## src/rtl/bsa_pkg.sv

```systemverilog
// Shared definitions for the byte-serial adder: byte width, FSM state encoding
// and the index-width helper.
package bsa_pkg;

    localparam int BYTE_W = 8;

    typedef enum logic [1:0] {
        IDLE = 2'd0,
        RUN  = 2'd1,
        DONE = 2'd2
    } state_t;

    // Bits needed to count 0..n-1, never fewer than one.
    function automatic int clog2(input int n);
        int r;
        r = 1;
        while ((1 << r) < n) r++;
        return r;
    endfunction

endpackage

```

## src/rtl/byte_serial_adder_csa8.sv

```systemverilog
// 8-bit carry-select adder: low nibble ripples, high nibble is computed for
// both carry values and selected by the low-nibble carry.
module csa8
    import bsa_pkg::*;
(
    input  logic [BYTE_W-1:0] a,
    input  logic [BYTE_W-1:0] b,
    input  logic              cin,
    output logic [BYTE_W-1:0] sum,
    output logic              cout
);

    logic [4:0] lo;
    logic [4:0] hi0;
    logic [4:0] hi1;

    always_comb begin
        lo  = {1'b0, a[3:0]} + {1'b0, b[3:0]} + {4'b0000, cin};
        hi0 = {1'b0, a[7:4]} + {1'b0, b[7:4]};
        hi1 = {1'b0, a[7:4]} + {1'b0, b[7:4]} + 5'd1;
        sum[3:0] = lo[3:0];
        {cout, sum[7:4]} = lo[4] ? hi1 : hi0;
    end

endmodule

```

## src/rtl/byte_serial_adder.sv

```systemverilog
// Wide adder that streams operands through one csa8, one byte per clock, LSB first.
// Optional subtract mode (sub port, B inverted, carry-in forced to 1) under `define BSA_SUB_EN.
module byte_serial_adder
    import bsa_pkg::*;
#(
    parameter  int BYTES = 4,
    localparam int W     = BYTE_W * BYTES
)(
    input  logic         clk,
    input  logic         rst_n,
    input  logic         start,
    input  logic [W-1:0] a,
    input  logic [W-1:0] b,
    input  logic         cin,
`ifdef BSA_SUB_EN
    input  logic         sub,
`endif
    output logic         busy,
    output logic         done,
    output logic [W-1:0] sum,
    output logic         cout
);

    localparam int                IDX_W    = clog2(BYTES);
    localparam logic [IDX_W-1:0] LAST_IDX = IDX_W'(BYTES - 1);

    state_t             state_q, state_d;
    logic [IDX_W-1:0]   idx_q, idx_d;
    logic [W-1:0]       a_q, a_d, b_q, b_d, sum_q, sum_d;
    logic               c_q, c_d, cout_q, cout_d, busy_q, busy_d, done_q, done_d;
    logic               sub_sel;
    logic [IDX_W+2:0]   base;
    logic [BYTE_W-1:0]  a_byte, b_byte, byte_sum;
    logic               byte_cout;

`ifdef BSA_SUB_EN
    assign sub_sel = sub;
`else
    assign sub_sel = 1'b0;
`endif

    // Byte mux: bit offset of the current byte is idx*8.
    assign base   = {idx_q, 3'b000};
    assign a_byte = a_q[base +: BYTE_W];
    assign b_byte = b_q[base +: BYTE_W];

    csa8 u_csa8 (
        .a    (a_byte),
        .b    (b_byte),
        .cin  (c_q),
        .sum  (byte_sum),
        .cout (byte_cout)
    );

    always_comb begin
        state_d = state_q;
        idx_d   = idx_q;
        a_d     = a_q;
        b_d     = b_q;
        c_d     = c_q;
        sum_d   = sum_q;
        cout_d  = cout_q;
        busy_d  = busy_q;
        done_d  = 1'b0;
        case (state_q)
            RUN: begin
                sum_d[base +: BYTE_W] = byte_sum;
                c_d   = byte_cout;
                idx_d = idx_q + 1'b1;
                if (idx_q == LAST_IDX) begin
                    cout_d  = byte_cout;
                    state_d = DONE;
                    busy_d  = 1'b0;
                    done_d  = 1'b1;
                end
            end
            default: begin
                state_d = IDLE;
                busy_d  = 1'b0;
                if (start) begin
                    a_d     = a;
                    b_d     = sub_sel ? ~b : b;
                    c_d     = sub_sel | cin;
                    idx_d   = '0;
                    state_d = RUN;
                    busy_d  = 1'b1;
                end
            end
        endcase
    end

    always_ff @(posedge clk or negedge rst_n) begin
        if (!rst_n) begin
            state_q <= IDLE;
            idx_q   <= '0;
            c_q     <= 1'b0;
            sum_q   <= '0;
            cout_q  <= 1'b0;
            busy_q  <= 1'b0;
            done_q  <= 1'b0;
        end else begin
            state_q <= state_d;
            idx_q   <= idx_d;
            c_q     <= c_d;
            sum_q   <= sum_d;
            cout_q  <= cout_d;
            busy_q  <= busy_d;
            done_q  <= done_d;
        end
    end

    // Operand holding registers carry no reset; they are always loaded before use.
    always_ff @(posedge clk) begin
        a_q <= a_d;
        b_q <= b_d;
    end

    assign busy = busy_q;
    assign done = done_q;
    assign sum  = sum_q;
    assign cout = cout_q;

endmodule

```

## config.mk

```make
export PLATFORM = sky130hd
export DESIGN_NAME = byte_serial_adder
export DESIGN_NICKNAME = d
export VERILOG_FILES = /design/src/rtl/bsa_pkg.sv /design/src/rtl/byte_serial_adder_csa8.sv /design/src/rtl/byte_serial_adder.sv
export SDC_FILE = /design/constraint.sdc
export NUM_CORES = 1
export LEC_CHECK = 0
export ABC_CLOCK_PERIOD_IN_PS = 5200
export BUFFER_PORTS_ARGS = -buffer_cell sky130_fd_sc_hd__buf_2
export CAP_MARGIN = 20
export CORE_ASPECT_RATIO = 1.2
export CORE_UTILIZATION = 35
export CTS_BUF_LIST = sky130_fd_sc_hd__clkbuf_4
export DETAILED_ROUTE_END_ITERATION = 6
export GPL_TIMING_DRIVEN = 0
export MAX_ROUTING_LAYER = met4
export PLACE_DENSITY_LB_ADDON = 0.08
export REMOVE_ABC_BUFFERS = 1
export SLEW_MARGIN = 5
export SYNTH_ARGS = -nofsm -noshare
export SYNTH_HDL_FRONTEND = slang
export SYNTH_SLANG_ARGS = --single-unit
```

## constraint.sdc

```tcl
create_clock -name clk -period 5.2 [get_ports clk]
set_input_delay 0.52 -clock clk [delete_from_list [all_inputs] [get_ports clk]]
set_output_delay 0.52 -clock clk [all_outputs]
set_load 0.05 [all_outputs]
```

Word level (Yosys, flattened, before mapping) --
Index checks and enable logic that the tools add are counted.
Operators by class: $add $sub $neg 6, multiply operators 0, div/mod/pow operators 0, $lt $le $gt $ge 0, equality and inequality tests 3, shift operators 4, multiplexer cells 14, bitwise operators 1, reductions and logical operators 3
Operator list (count):
- 32-bit by 6-bit variable part select with 8-bit output | 2
- 32-bit bitwise mux | 1
- 8-bit by 7-bit variable shift with 32-bit output, first input constant | 1
- 8-bit by 7-bit variable part select with 32-bit output | 1
- 4-bit by 4-bit adder with 5-bit output | 2
- 1-bit two-way mux | 8
- 2-bit two-way mux | 4
- 5-bit negation with 7-bit output | 1
- 5-bit by 1-bit adder with 5-bit output | 1
- 5-bit by 1-bit adder with 5-bit output, second input constant | 1
- 5-bit two-way mux | 1
- 2-bit AND reduction | 2
- 2-bit by 1-bit adder with 2-bit output, second input constant | 1
- 2-bit by 1-bit equality test with 1-bit output, second input constant | 1
- 2-bit equality test, second input constant | 1
- 2-bit != test, second input constant | 1
- 2-bit nonzero test | 1
- 1-bit NOT | 1
Word-level totals: register bits after elaboration 104, latch bits 0, memory bits (writable) 0, bits in read-only memories 0, input bits 68, logic and storage cells 40, memories kept 0

Longest topological paths before layout --
word-level depth 6, depth in mapped cells 11, depth with buffers taken out 10

Cells and area by module --
From an unflattened synthesis, not the netlist that was laid out.
Second synthesis, totals: cells, all modules 282, area total of the unflattened synthesis 4357.9 µm²
By module, submodules not included:
- byte_serial_adder | times used 1, cells each 231, area each 3967.6 µm², sequential area each 2897.8 µm²
- csa8 | times used 1, cells each 51, area each 390.4 µm², sequential area each 0.0 µm²

Worst setup path before layout --
No wires, ideal clock.
path kind flip-flop to flip-flop, start point register idx_q[0], end point register sum_q[14] (netlist: sum[14]), setup time 0.121 ns, data arrival time 3.183 ns, required time 5.079 ns, slack 1.896 ns, cell stages (with the launch flop) 11, buffers on the path 2, clock period less this slack 3.304 ns, cells stage by stage dfrtp_1 -> buf_4 -> buf_4 -> mux4_2 -> fa_1 -> fa_1 -> a21o_2 -> a21oi_4 -> or2b_1 -> xnor2_1 -> a22o_2
On the way: longest elaborated chain between the ends 6, elaborated cells on any way between the ends 11, classes of those cells 5 x add/sub; 4 x shift; 2 x mux
Ends and longest elaborated chain:
- from (decl) | line byte_serial_adder.sv:28 | logic [IDX_W-1:0] idx_q, idx_d;
- from (signal assigned) | line byte_serial_adder.sv:103 | idx_q <= idx_d;
- 32-bit by 6-bit variable part select with 8-bit output (on tied branches) | line byte_serial_adder.sv:44, byte_serial_adder.sv:45
- 4-bit by 4-bit adder with 5-bit output (on tied branches) | line byte_serial_adder_csa8.sv:19, byte_serial_adder_csa8.sv:20, byte_serial_adder_csa8.sv:18
- 5-bit by 1-bit adder with 5-bit output (on tied branches) | line byte_serial_adder_csa8.sv:20, byte_serial_adder_csa8.sv:18
- 5-bit two-way mux | line byte_serial_adder_csa8.sv:22 | {cout, sum[7:4]} = lo[4] ? hi1 : hi0;
- 8-bit by 7-bit variable part select with 32-bit output | line byte_serial_adder.sv:67 | sum_d[base +: BYTE_W] = byte_sum;
- 32-bit bitwise mux (*) | line byte_serial_adder.sv:67
- to (signal assigned) | line byte_serial_adder.sv:105 | sum_q <= sum_d;
- to (decl) | line byte_serial_adder.sv:29 | logic [W-1:0] a_q, a_d, b_q, b_d, sum_q, sum_d;
Mark *: on every way between the ends. The rest lies on a longest branch, timed or not. A chain may end at the register's enable or synchronous reset.

Worst setup path after layout --
start point register idx_q[0], end point register sum_q[31] (netlist: sum[31])
The elaborated chain is that of the path after synthesis.

==> impl_metrics.py <==
metrics = {
    "status": {
        "status": "finished, final reports clean",
    },
    "clocking": {
        "clk_path_buf_depth": 2,
        "cts-root-buf": "clkbuf_4",
        "ctsHoldBuffers": 0,
        "tritoncts": "yes",
        "cts_setup_buffers": 0,
        "cts_resized": 0,
        "cts_max_level": 3,
        "cts.sinks": 103,
        "cts_buffers": 9,
        "path_clk_slew_ns": 0.14,
        "clk_latency_ns": 0.43,
    },
    "cells_and_area": {
        "final_area_um2": 5020,
        "nets": 431,
        "area_delta_synth_final_pct": 18.4,
        "drive_above_1_share_pct": 42.2,
        "fillers": 1097,
    },
    "synth": {
        "synth_cell_types": 39,
        "synth.avg_cell_area_um2": 17.7,
        "synthCells": 240,
        "synthXorXnorAreaFrac_pct": 1.62,
        "yosysTopAreaCellShare_pct": 45.3,
        "ys_warn_count": 0,
        "synthMuxAreaShare_pct": 8.77,
        "synthSimpleGateAreaFrac_pct": 5.05,
        "ys_seq_area_share_pct": 68.4,
        "synth_adder_area_share_pct": 5.55,
        "mappedNetlistArea_um2": 4240,
        "synth_top_family_by_area": "multiplexers",
        "ys_ff_latch": 103,
        "yosysTopAreaCell": "edfxtp_1",
        "synth-compound-area-share_pct": 8.53,
        "synthTopCellsByArea": "edfxtp_1, dfrtp_1, mux4_2",
    },
    "global_route": {
        "busiest_layer": "met2",
        "grtUsageMet1_pct": 18.3,
        "antenna_found_initial": 2,
        "grt_max_degree": 65,
        "grt_usage_pct": 14.2,
        "met2_usage_pct": 21.8,
        "met3_usage_pct": 3.59,
        "grt_pass1_wl_um": 12700,
        "grt_pass1_vias": 2397,
        "overflow": 0,
    },
    "sta": {
        "setup_slack_ns": 1.60,
        "rsz0062_at_grt": "no",
        "slew_viol_final": 0,
        "min_period_ns": 3.60,
        "worst_slew_pin_slew_ns": 1.01,
        "clock.fmax_ghz": 0.278,
        "tns_ns": 0,
        "finalClockSkew_ns": 0.0117,
        "finalHoldViolations": 0,
        "setup_viol": 0,
        "slew_headroom_pct": 32.9,
        "min_period_over_period_pct": 69.2,
    },
    "placed_design": {
        "place_area_um2": 4900,
        "place_ws_ns": 1.47,
        "io_buffers": 102,
        "gp_congestion": 0.697,
        "hpwl_um": 5590,
    },
    "die": {
        "die_h_um": 123,
        "dieArea_um2": 12600,
        "core.rowCount": 43,
        "core_area_um2": 11700,
        "die_w_um": 102,
        "io_pins": 103,
        "initial_core_util_pct": 36.3,
    },
    "job": {
        "cap_viol_max_count": 0,
    },
    "worst_setup_path": {
        "critical_path.max_fanout": 24,
        "cp-end-kind": "register",
        "cp.arrival_ns": 3.91,
        "worst-setup-path-type": "reg -> reg",
        "cp-start-kind": "register",
        "cp.required_ns": 5.51,
    },
    "power": {
        "switchingPower_mw": 1.54,
        "peakVddDrop_mv": 0.264,
        "p_per_area_nw_per_um2": 683,
        "p_clk_share_pct": 10.1,
        "p_comb_share_pct": 52.9,
        "p_int_mw": 1.89,
        "pwr-share-seq_pct": 37.0,
        "switching_share_pct": 44.9,
        "p_leak_nw": 2.16,
        "finalPower_mw": 3.43,
    },
    "routing": {
        "viasPerCell": 4.65,
        "vias": 2373,
        "wire_per_inst_um": 15.4,
        "first_iter_violations": 83,
        "ant_nets": 0,
        "firstDrtPassIters": 4,
        "route.detailed.drc": 0,
        "wl_um": 7850,
    },
    "worst_hold_path": {
        "hold_class": "in -> async",
    },
}
critical path, cell delays in order, from the launching register on:
cell,delay [ns]
dfrtp_2,0.90
mux4_2,0.61
fa_1,0.46
fa_1,0.42
a21o_2,0.25
a21oi_4,0.26
nor4bb_4,0.08
xnor2_1,0.36
o21ai_0,0.13
Yosys cell counts:
master	n
nor4bb_4	1
and3_1	2
xnor2_1	5
dfrtp_1	39
nor4_2	1
a21oi_1	4
and2_1	1
inv_2	2
buf_6	1
nand2_1	14
fa_1	3
a22o_1	25
nor2_1	4
ha_1	14
edfxtp_1	64
nand2_4	1
nor2b_1	1
a21oi_4	1
inv_1	10
o31ai_1	3
xor2_1	1
o21ai_0	4
xnor2_2	1
a21o_1	2
clkbuf_1	2
buf_4	2
buf_2	2
nor3_1	1
a22o_2	3
mux4_2	16
nand2b_1	1
nand2b_4	1
a21o_2	1
and2b_1	1
and3b_1	1
nor4b_4	1
or2b_1	1
o21ai_1	2
mux2_2	1
cell type report:
type | count | area (µm²) | area share, %
sequential | 103 | 2900 | 57.8
inverter | 12 | 45.0 | 0.898
clock buffer | 11 | 82.6 | 1.65
tap | 157 | 196 | 3.92
antenna | 2 | 5.00 | 0.0998
clock inverter | 5 | 25.0 | 0.499
multi-input combinational | 118 | 1250 | 25.0
timing repair buffer | 102 | 510 | 10.2
path summary, 6_finish.rpt:
check / start / to / slack, ns / depth (start not counted)
setup / recovery: idx_q[0] / sum[31] / 1.60 / 8
setup reg to reg: idx_q[0] / sum[31] / 1.60 / 8
max in group asynchronous: rst_n / idx_q[0] / 4.44 / 1
hold / removal: rst_n / sum[22] / 0.18 / 1
min in group clk: b[24] / b_q[24] / 0.25 / 1
hold reg to reg: sum[23] / sum[23] / 0.49 / 2
per-layer routing:
metal / wire length, µm / part of all wire (%)
met1: 3640 / 46
met4: 109 / 1.4
met3: 371 / 4.7
met5: 0 / 0
met2: 3730 / 48
power by group through the flow:
stage	clock [mW]	combinational (mW)	sequential, mW
6_report	0.347	1.82	1.27
3_5_place_dp	0	1.86	1.30
4_1_cts	0.373	1.86	1.28
3_3_place_gp	0	1.83	1.30
5_1_grt	0.403	2.01	1.31
2_1_floorplan	0	1.09	1.58
sequential cells by signal, summed over array words and instances (netlist names):
register / count
a_q: 32
b_q: 32
sum: 32
idx_q: 2
state_q: 2
c_q: 1
cout: 1
done: 1
cell families after synthesis:
kind of cell | count (synthesis)
AND/OR/NAND/NOR | 32
AO/OA/AOI/OAI | 45
XOR/XNOR | 7
flip-flops | 103
buffers and inverters | 19
adder cells (fa/ha/maj) | 17
multiplexers | 17
metrics by stage:
step | hold slack (ns) | util (%) | std cells
6_report | 0.181 | 43.0 | 510
5_1_grt | 0.187 | 43.0 | 510
4_1_cts | 0.174 | 42.9 | 508
3_5_place_dp | 0.466 | 42.0 | 492
3_3_place_gp | 0.459 | 42.0 | 492
2_1_floorplan | 0.224 | - | 233
placed cells by master (no fill, tap or decap), types with 2 or more instances in the layout:
| cell type | instances |
|---|---|
| a21o_1 | 2 |
| a21oi_1 | 4 |
| a22o_1 | 25 |
| a22o_2 | 3 |
| and3_1 | 2 |
| buf_2 | 102 |
| clkbuf_4 | 11 |
| clkinv_1 | 2 |
| clkinvlp_2 | 2 |
| dfrtp_1 | 38 |
| diode_2 | 2 |
| edfxtp_1 | 64 |
| fa_1 | 3 |
| ha_1 | 14 |
| inv_1 | 10 |
| inv_2 | 2 |
| mux4_2 | 16 |
| nand2_1 | 14 |
| nor2_1 | 4 |
| o21ai_0 | 4 |
| o21ai_1 | 2 |
| o31ai_1 | 3 |
| xnor2_1 | 5 |
Note: power is estimated with default switching activity, not from simulation.
